==> src/rtl/pc_fetch_ctrl_if.sv <==
// Instruction-memory request/acknowledge bus between the fetch front end and
// the instruction memory.
//
// Signals:
//   imem_req   - request outstanding (fetch -> memory), held until ack
//   imem_addr  - word address of the outstanding request (fetch -> memory)
//   imem_ack   - memory returns imem_rdata this cycle (memory -> fetch)
//   imem_rdata - instruction word (memory -> fetch)
//
// Modports:
//   master - fetch side (drives req/addr)
//   slave  - memory side (drives ack/rdata)
interface pc_fetch_ctrl_if;
    logic        imem_req;
    logic [31:0] imem_addr;
    logic        imem_ack;
    logic [31:0] imem_rdata;

    modport master (
        output imem_req,
        output imem_addr,
        input  imem_ack,
        input  imem_rdata
    );

    modport slave (
        input  imem_req,
        input  imem_addr,
        output imem_ack,
        output imem_rdata
    );
endinterface

==> src/rtl/pc_fetch_ctrl.sv <==
// Instruction-fetch front end of the MIPS pipeline.
//
// Owns the fetch PC, selects the next PC (sequential +4, ID-stage jump,
// EX-stage taken branch), runs the single-outstanding instruction-memory
// handshake and buffers returned words in a 2-entry queue whose head feeds
// the IF/ID register. Redirects generate flush strobes for IF/ID and ID/EX.
//
// Ports:
//   clk, rst         - rising-edge clock, asynchronous active-high reset
//   stall            - IF/ID holds this cycle (no pop, jumps ignored)
//   br_taken/target  - EX-stage taken branch and its target (wins over jump)
//   jmp_valid/target - ID-stage jump/jr and its target
//   imem             - instruction-memory bus (master side)
//   if_valid/instr/pc/pc_plus4 - registered queue head presented to IF/ID
//   flush_ifid       - redirect this cycle (combinational)
//   flush_idex       - branch redirect this cycle (combinational)
module pc_fetch_ctrl #(
    parameter logic [31:0] RESET_PC = 32'h0000_0000
) (
    input  logic                  clk,
    input  logic                  rst,
    input  logic                  stall,
    input  logic                  br_taken,
    input  logic [31:0]           br_target,
    input  logic                  jmp_valid,
    input  logic [31:0]           jmp_target,
    pc_fetch_ctrl_if.master       imem,
    output logic                  if_valid,
    output logic [31:0]           if_instr,
    output logic [31:0]           if_pc,
    output logic [31:0]           if_pc_plus4,
    output logic                  flush_ifid,
    output logic                  flush_idex
);

    localparam logic [1:0] ST_IDLE = 2'd0;
    localparam logic [1:0] ST_BUSY = 2'd1;
    localparam logic [1:0] ST_KILL = 2'd2;

    localparam logic [31:0] RESET_ADDR = RESET_PC & ~32'd3;

    logic [1:0]  state;
    logic [1:0]  state_next;
    logic [1:0]  count;
    logic [1:0]  count_next;
    logic [31:0] fetch_pc;
    logic [31:0] req_addr;
    logic [31:0] head_pc;
    logic [31:0] head_instr;
    logic [31:0] tail_pc;
    logic [31:0] tail_instr;

    logic        redir;
    logic [31:0] target;
    logic        push;
    logic        pop;
    logic        pending_after;
    logic        issue;

    always_comb begin
        redir  = br_taken | (jmp_valid & ~stall);
        target = br_taken ? br_target : jmp_target;

        // A word returned for a killed request, or on a redirect edge, is dropped.
        push = (state == ST_BUSY) & imem.imem_ack & ~redir;
        pop  = (count != 2'd0) & ~stall & ~redir;

        if (redir) begin
            count_next = 2'd0;
        end else begin
            count_next = count + {1'b0, push} - {1'b0, pop};
        end

        // Request still in flight after this edge (not yet acknowledged).
        pending_after = (state != ST_IDLE) & ~imem.imem_ack;

        // A new request must fit in the queue alongside everything already
        // buffered, so queued + outstanding never exceeds two words.
        issue = ~redir & ~pending_after & (count_next <= 2'd1);

        state_next = ST_IDLE;
        if (issue) begin
            state_next = ST_BUSY;
        end else if (pending_after) begin
            // An unacknowledged request cannot be withdrawn; remember to drop its data.
            state_next = (redir && (state == ST_BUSY)) ? ST_KILL : state;
        end
    end

    always_ff @(posedge clk or posedge rst) begin
        if (rst) begin
            state      <= ST_IDLE;
            count      <= 2'd0;
            fetch_pc   <= RESET_ADDR;
            req_addr   <= RESET_PC;
            head_pc    <= 32'd0;
            head_instr <= 32'd0;
            tail_pc    <= 32'd0;
            tail_instr <= 32'd0;
        end else begin
            state <= state_next;
            count <= count_next;

            if (redir) begin
                fetch_pc <= target & ~32'd3;
            end else if (issue) begin
                fetch_pc <= fetch_pc + 32'd4;
            end

            if (issue) begin
                req_addr <= fetch_pc;
            end

            // Queue shift: head always holds the oldest word.
            if (pop) begin
                if (push && (count == 2'd1)) begin
                    head_pc    <= req_addr;
                    head_instr <= imem.imem_rdata;
                end else begin
                    head_pc    <= tail_pc;
                    head_instr <= tail_instr;
                end
                if (push && (count == 2'd2)) begin
                    tail_pc    <= req_addr;
                    tail_instr <= imem.imem_rdata;
                end
            end else if (push) begin
                if (count == 2'd0) begin
                    head_pc    <= req_addr;
                    head_instr <= imem.imem_rdata;
                end else begin
                    tail_pc    <= req_addr;
                    tail_instr <= imem.imem_rdata;
                end
            end
        end
    end

    assign imem.imem_req  = (state != ST_IDLE);
    assign imem.imem_addr = req_addr;

    assign if_valid    = (count != 2'd0);
    assign if_instr    = head_instr;
    assign if_pc       = head_pc;
    assign if_pc_plus4 = head_pc + 32'd4;

    assign flush_ifid = redir;
    assign flush_idex = br_taken;

endmodule

==> src/flat_wrapper.sv <==
// flat-port wrapper written by rule: the top's interface ports become plain ports
module pc_fetch_ctrl_flat 
#(
    parameter logic [31:0] RESET_PC = 32'h0000_0000
)
  (clk, rst, stall, br_taken, br_target, jmp_valid, jmp_target, if_valid, if_instr, if_pc, if_pc_plus4, flush_ifid, flush_idex, imem_imem_req, imem_imem_addr, imem_imem_ack, imem_imem_rdata);
  pc_fetch_ctrl_if imem_i ();
  input  logic clk;
  input  logic rst;
  input  logic stall;
  input  logic br_taken;
  input  logic [31:0] br_target;
  input  logic jmp_valid;
  input  logic [31:0] jmp_target;
  output logic if_valid;
  output logic [31:0] if_instr;
  output logic [31:0] if_pc;
  output logic [31:0] if_pc_plus4;
  output logic flush_ifid;
  output logic flush_idex;
  output wire logic [$bits(imem_i.imem_req)-1:0] imem_imem_req;
  output wire logic [$bits(imem_i.imem_addr)-1:0] imem_imem_addr;
  input wire logic [$bits(imem_i.imem_ack)-1:0] imem_imem_ack;
  input wire logic [$bits(imem_i.imem_rdata)-1:0] imem_imem_rdata;
  assign imem_imem_req = imem_i.imem_req;
  assign imem_imem_addr = imem_i.imem_addr;
  assign imem_i.imem_ack = imem_imem_ack;
  assign imem_i.imem_rdata = imem_imem_rdata;
  pc_fetch_ctrl #(.RESET_PC(RESET_PC)) u_core (.clk(clk), .rst(rst), .stall(stall), .br_taken(br_taken), .br_target(br_target), .jmp_valid(jmp_valid), .jmp_target(jmp_target), .imem(imem_i), .if_valid(if_valid), .if_instr(if_instr), .if_pc(if_pc), .if_pc_plus4(if_pc_plus4), .flush_ifid(flush_ifid), .flush_idex(flush_idex));
endmodule
==> config.mk <==
export PLATFORM = sky130hd
export DESIGN_NAME = pc_fetch_ctrl_flat
export DESIGN_NICKNAME = d
export VERILOG_FILES = /design/src/rtl/pc_fetch_ctrl_if.sv /design/src/rtl/pc_fetch_ctrl.sv /design/src/flat_wrapper.sv
export SDC_FILE = /design/constraint.sdc
export NUM_CORES = 1
export LEC_CHECK = 0
export CAP_MARGIN = 20
export CORE_MARGIN = 2
export CORE_UTILIZATION = 50
export CTS_CLUSTER_SIZE = 30
export DETAILED_ROUTE_END_ITERATION = 16
export PLACE_DENSITY = 0.9
export SYNTH_ARGS = -nofsm -noshare
export SYNTH_HDL_FRONTEND = slang
export SYNTH_SLANG_ARGS = --single-unit
==> constraint.sdc <==
create_clock -name clk -period 15.1 [get_ports clk]
set_input_delay 1.51 -clock clk [delete_from_list [all_inputs] [get_ports clk]]
set_output_delay 1.51 -clock clk [all_outputs]
set_load 0.02 [all_outputs]
## Word level (Yosys, flattened, before mapping)

Index checks and enable logic that the tools add are counted.

| word-level totals | value |
|---|---|
| bits in registers | 196 |
| bits of input ports | 102 |
| output and inout bits | 132 |
| logic and storage cells | 66 |

| cells by class | value |
|---|---|
| add/sub/neg operators | 4 |
| $lt $le $gt $ge | 1 |
| equality and inequality tests | 6 |
| mux-type cells | 23 |
| bitwise operators | 13 |
| reductions and logical operators | 11 |

Operator list:

| operator | count |
|---|---|
| $mux 32 | 19 |
| $add 32x3->32 const B | 2 |
| $reduce_bool 2->1 | 5 |
| $and 1x1->1 | 8 |
| $mux 2 | 4 |
| $eq 2x1->1 const B | 2 |
| $not 1->1 | 4 |
| $logic_and 1x1->1 | 3 |
| $ne 3x3->1 const B | 1 |
| $reduce_and 3->1 | 1 |
| $add 2x1->2 | 1 |
| $eq 2x2->1 const B | 1 |
| $le 2x1->1 const B | 1 |
| $logic_not 2->1 | 1 |
| $ne 2x1->1 const B | 1 |
| $ne 2x2->1 const B | 1 |
| $reduce_and 2->1 | 1 |
| $sub 2x1->2 | 1 |
| $or 1x1->1 | 1 |

## Depth between registers and ports, before layout

| depth | value |
|---|---|
| depth in word-level cells | 12 |
| mapped depth | 11 |
| gate-level depth less buffers | 10 |

## Worst setup path after synthesis

Ideal clock, no wire load.

| timing | value |
|---|---|
| kind | input to register |
| start point | input port br_taken |
| end point | register u_core.fetch_pc[25] |
| setup time | 0.137 ns |
| arrival | 3.907 ns |
| data required time | 14.963 ns |
| slack | 11.056 ns |
| stages on the path | 11 |
| path buffers | 2 |
| cell sequence | buf_1 -> nor3_1 -> mux2_2 -> ha_1 -> nand2b_1 -> o211ai_1 -> or4b_1 -> buf_6 -> nor3_2 -> xnor2_1 -> a21oi_1 |

| between the ends | value |
|---|---|
| word-level cells in the longest chain between the ends | 9 |
| elaborated cells between the ends (all ways) | 13 |
| classes of those cells | add/sub (2); order compare (1); mux (3); bitwise (6); reduce/logical (1) |

Ends and longest elaborated chain:

| what | line | RTL |
|---|---|---|
| start, declared | flat_wrapper.sv:11 | `input logic br_taken;` |
| $or 1x1->1 | pc_fetch_ctrl.sv:61 | `redir = br_taken \| (jmp_valid & ~stall);` |
| $not 1->1 | pc_fetch_ctrl.sv:65, pc_fetch_ctrl.sv:66, pc_fetch_ctrl.sv:79 |  |
| $and 1x1->1 | pc_fetch_ctrl.sv:65 | `push = (state == ST_BUSY) & imem.imem_ack & ~redir;` |
| $add 2x1->2 | pc_fetch_ctrl.sv:71 | `count_next = count + {1'b0, push} - {1'b0, pop};` |
| $sub 2x1->2 | pc_fetch_ctrl.sv:71 |  |
| $mux 2 | pc_fetch_ctrl.sv:68 | `if (redir) begin` |
| $le 2x1->1 | pc_fetch_ctrl.sv:79 | `issue = ~redir & ~pending_after & (count_next <= 2'd1);` |
| $and 1x1->1 | pc_fetch_ctrl.sv:79 |  |
| $reduce_bool 2->1 (no line) | -- |  |
| end signal, assigned | pc_fetch_ctrl.sv:105 | `fetch_pc <= target & ~32'd3;` |
| end signal, assigned | pc_fetch_ctrl.sv:107 | `fetch_pc <= fetch_pc + 32'd4;` |
| end, declared | pc_fetch_ctrl.sv:46 | `logic [31:0] fetch_pc;` |

Parallel ways exist; a longest one is shown, timed or not.
A chain may end at the register's enable or synchronous reset.

## Final worst setup path

| timing | value |
|---|---|
| start point | input port jmp_valid |
| end point | output port flush_ifid |

| between the ends | value |
|---|---|
| word-level cells in the longest chain between the ends | 2 |

Ends and longest elaborated chain:

| what | line | RTL |
|---|---|---|
| start, declared | flat_wrapper.sv:13 | `input logic jmp_valid;` |
| $and 1x1->1 | pc_fetch_ctrl.sv:61 |  |
| $or 1x1->1 | pc_fetch_ctrl.sv:61 |  |
| end, declared | flat_wrapper.sv:19 | `output logic flush_ifid;` |

Every way passes these cells.

==> impl_results.md <==
- Syn-to-layout area delta: 34.1%
- Clock latency on the worst-skew pair: ~0.42 ns
- CTS-repair resized insts: 0
- Flop-to-flop setup slack: 11.59 ns
- Antenna violations before repair: 0
- Synth warnings: 0
- Netlist area before placement: 8890 um2
- Total of endpoints with negative setup slack in the final report: 0
- Buffering stage count on the worst path with inverters included: 4
- DRC violations left: 0
- Diode insertion count for antenna repair: 0
- Number of flip-flops and latches in the synthesized netlist: around 190
- I/O pin total: 234
- Number of buffers on the longest clock path: 2
- Standard-cell row count: between 40 and 50
- Instance count of the mapped netlist: between 800 and 900
- Critical path class: input port to output pin
- Number of clock sinks: 188
- Largest delay share family, worst path: buffers and inverters
- Final Hold Vio Count: 0
- Root cell of the clock tree: clkbuf_16
- Instance count on the critical path: 6
- Count of maximum capacitance violations: 0
- Max Transition Viols Final: 0
- Setup repair after global routing missed its margin: false
- Layout Cell Area excl Fill: about 12,000 um2
- Required time of the critical path: about 14 ns
- All-layer global routing usage: 0.240
- Detailed placer's ending HPWL: around 15,000 um
- Initial core utilization: 0.512
- Maximum clock frequency: roughly 190 MHz
- Most numerous cell in the Yosys netlist: nand2_1
- Clock input transition at the sequential cells of the worst setup and hold paths: about 0.060 ns
- Cell at the slowest stage of the critical path: clkdlybuf4s50_1
- First-pass iteration count of the detailed router: 7
- Average wire per cell in the routed design: 16.9 um
- Critical path launch point type: input port
- DR vias/cell: around 5.5
- Endpoint of the worst register-to-register path: u_core.fetch_pc[17]
- Result of the run: complete, no violations
- Via count of the first global-routing pass: between 7,000 and 8,000
- Post-synth top area share: 0.529
- Aggregate global routing overflow: 0
- Total vias in the final route: 7,234
- Ys flop type: dfrtp_1
- Post-Route Setup TNS: 0 ns
- Crit path to: flush_ifid
- Transition at the pin with the smallest max-transition slack: 1.05 ns
- Sequential fraction of the synthesis area: 0.529
- Startpoint of the most critical setup path: jmp_valid
- Die Y-Extent: about 140 um
- Share of post-route cells with drive strength above 1: 0.0541
- Cell-by-cell trace of the critical path: clkdlybuf4s50_1 > nor2b_1 > nor2_4 > buf_4 > inv_1 > clkdlybuf4s50_1
- Standard cell area after detailed placement: 11,300 um2
- Largest fanout of any net on the critical path: 57
- Worst max-slew margin expressed relative to the limit: 0.294
- Number of nets with antenna violations after routing: 0
- Post-synth EDFFs: 0
- Crit path top cell by count: clkdlybuf4s50_1
- Top post-synthesis cells by area: dfrtp_1 53%, nand2_1 9.8%, mux2_1 7.7%
- DIE AREA: approximately 19,000 um2
- Count of nets after finishing: roughly 1,200
- CP Data Arrival Time: 3.78 ns
- Hold buffer count at cts: 0
- Clock period minus final worst setup slack: approximately 5.3 ns
- Cell count of the worst reg-to-reg path: 8
- Die width: around 140 um
- Core area: 17,400 um2
- Synthesized area per cell: ~10 um2
- Final wirelength: between 20,000 and 25,000 um
- Clock tree from TritonCTS: built
- Pin count of the biggest net entering global routing: 110
- Top cell type by total area after synthesis: dfrtp_1
- Maximum resistive drop on vdd: approximately 0.082 mV
- Top post-synthesis cells by count: 232 x nand2_1, 188 x dfrtp_1, 62 x a22oi_1
- Worst stage delay on the critical path: around 0.70 ns
- Last weighted congestion value of the routability-driven placer: between 0.9 and 1
- CP Capture Type: output pin
- Number of buffers created by CTS: 17
- Power per cell area: approximately 150 nW/um2
- Final clock period utilization by the worst path: 0.350
- First-pass GRT wire length: between 30,000 and 40,000 um
- Port Buf Inserts: roughly 220
- Clk_skew: between 0.01 and 0.015 ns
- Reg-to-Reg Start: u_core.state[1]
- Worst hold-check path type: flop to flop
- Post-CTS Setup Repair Bufs: 0
- Leakage component of the power: ~5.4 nW
- H-Tree Depth: 4
- Share of flip-flops with an asynchronous set or reset: 1.00
- DRC violation total after the first TritonRoute iteration: between 400 and 500
- Netlist cell types: between 50 and 60
[where the power goes]
group          switching (mW)  total, mW  internal, mW
clock                   0.185      0.466         0.281
combinational           0.287      0.572         0.285
sequential              0.109      0.709         0.600
[how the worst min path moves through the flow]
| stage | to | slack, ns | cells past startpoint | start |
|---|---|---|---|---|
| 2_1_floorplan | u_core.tail_pc[31] | 0.46 | 2 | u_core.tail_pc[31] |
| 3_3_place_gp | u_core.if_instr[30] | 0.46 | 2 | u_core.tail_instr[30] |
| 3_5_place_dp | u_core.if_instr[29] | 0.47 | 2 | u_core.tail_instr[29] |
| 4_1_cts | u_core.if_instr[29] | 0.49 | 2 | u_core.tail_instr[29] |
| 5_1_grt | u_core.tail_pc[30] | 0.51 | 1 | u_core.tail_pc[30] |
| 6_report | u_core.if_pc[16] | 0.49 | 2 | u_core.tail_pc[16] |
[cells in the final DEF, fill, tap and decap left out, types with 6 or more instances in the layout]
| master | instances |
|---|---|
| a211oi_1 | 22 |
| a21oi_1 | 26 |
| a22oi_1 | 62 |
| and3_1 | 11 |
| buf_4 | 8 |
| clkbuf_16 | 17 |
| clkdlybuf4s50_1 | 222 |
| conb_1 | 6 |
| dfrtp_1 | 188 |
| inv_1 | 11 |
| mux2_1 | 61 |
| mux2i_1 | 6 |
| nand2_1 | 232 |
| nand3_1 | 28 |
| nand4_1 | 10 |
| nor2_1 | 18 |
| nor2b_1 | 26 |
| nor3_1 | 8 |
| o21ai_1 | 7 |
| xnor2_1 | 38 |
| xor2_1 | 15 |
[per-layer routing]
layer,part of all wire,GRT usage,routed length (um),vias to the layer above
li1,-,-,-,3415
met1,0.43,0.306,9480,3504
met2,0.49,0.410,11000,271
met3,0.055,0.0390,1230,44
met4,0.025,0.0934,562,0
met5,0,0,0,-
[registers in the layout (all words and copies together), names as in the netlist]
register	flops
u_core.if_instr	32
u_core.tail_instr	32
u_core.fetch_pc	30
u_core.if_pc	30
u_core.imem.imem_addr	30
u_core.tail_pc	30
u_core.count	2
u_core.state	2
[worst reg2reg max path, cell delays in order, from the launching register on]
cell and delay (ns):
dfrtp_1 0.43, nor4_1 0.90, ha_1 0.40, o211ai_1 0.30
nor3_4 0.65, buf_4 0.34, nand3_1 0.12, xor2_1 0.16
a21oi_1 0.08
[metrics by stage]
step	hold WS, ns	utilization	worst slack [ns]	cells	total power [mW]
global placement	0.464	0.650	9.84	1284	1.27
finish	0.487	0.687	9.81	1316	1.75
global route	0.509	0.687	9.69	1316	1.83
floorplan	0.456	-	8.48	883	0.983
CTS	0.486	0.686	9.82	1315	1.76
detailed placement	0.472	0.650	9.84	1284	1.29
[area by class of cell]
type / instances / area [um2]
Clock buffer: 20 / 447
Clock inverter: 11 / 168
Sequential cell: 188 / 4700
Tap cell: 225 / 282
Inverter: 12 / 52.6
Timing Repair Buffer: 232 / 2310
Multi-Input combinational cell: 628 / 3960
Fill cell: 1285 / 5440
[cells by family (layout without fill, tap and decap cells)]
group,after synthesis,count (layout),share of synthesized area
xor gates and xnor gates,53,53,0.0522
DFF,188,188,0.529
adders and majority gates,3,3,0.00422
muxes,72,72,0.0902
AOI/OAI and AO/OA,130,130,0.101
and+or+nand+nor,364,364,0.189
buffers and inverters,67,275,0.0339
other,1,6,0.000422
Power figures use the tool's default switching activity.
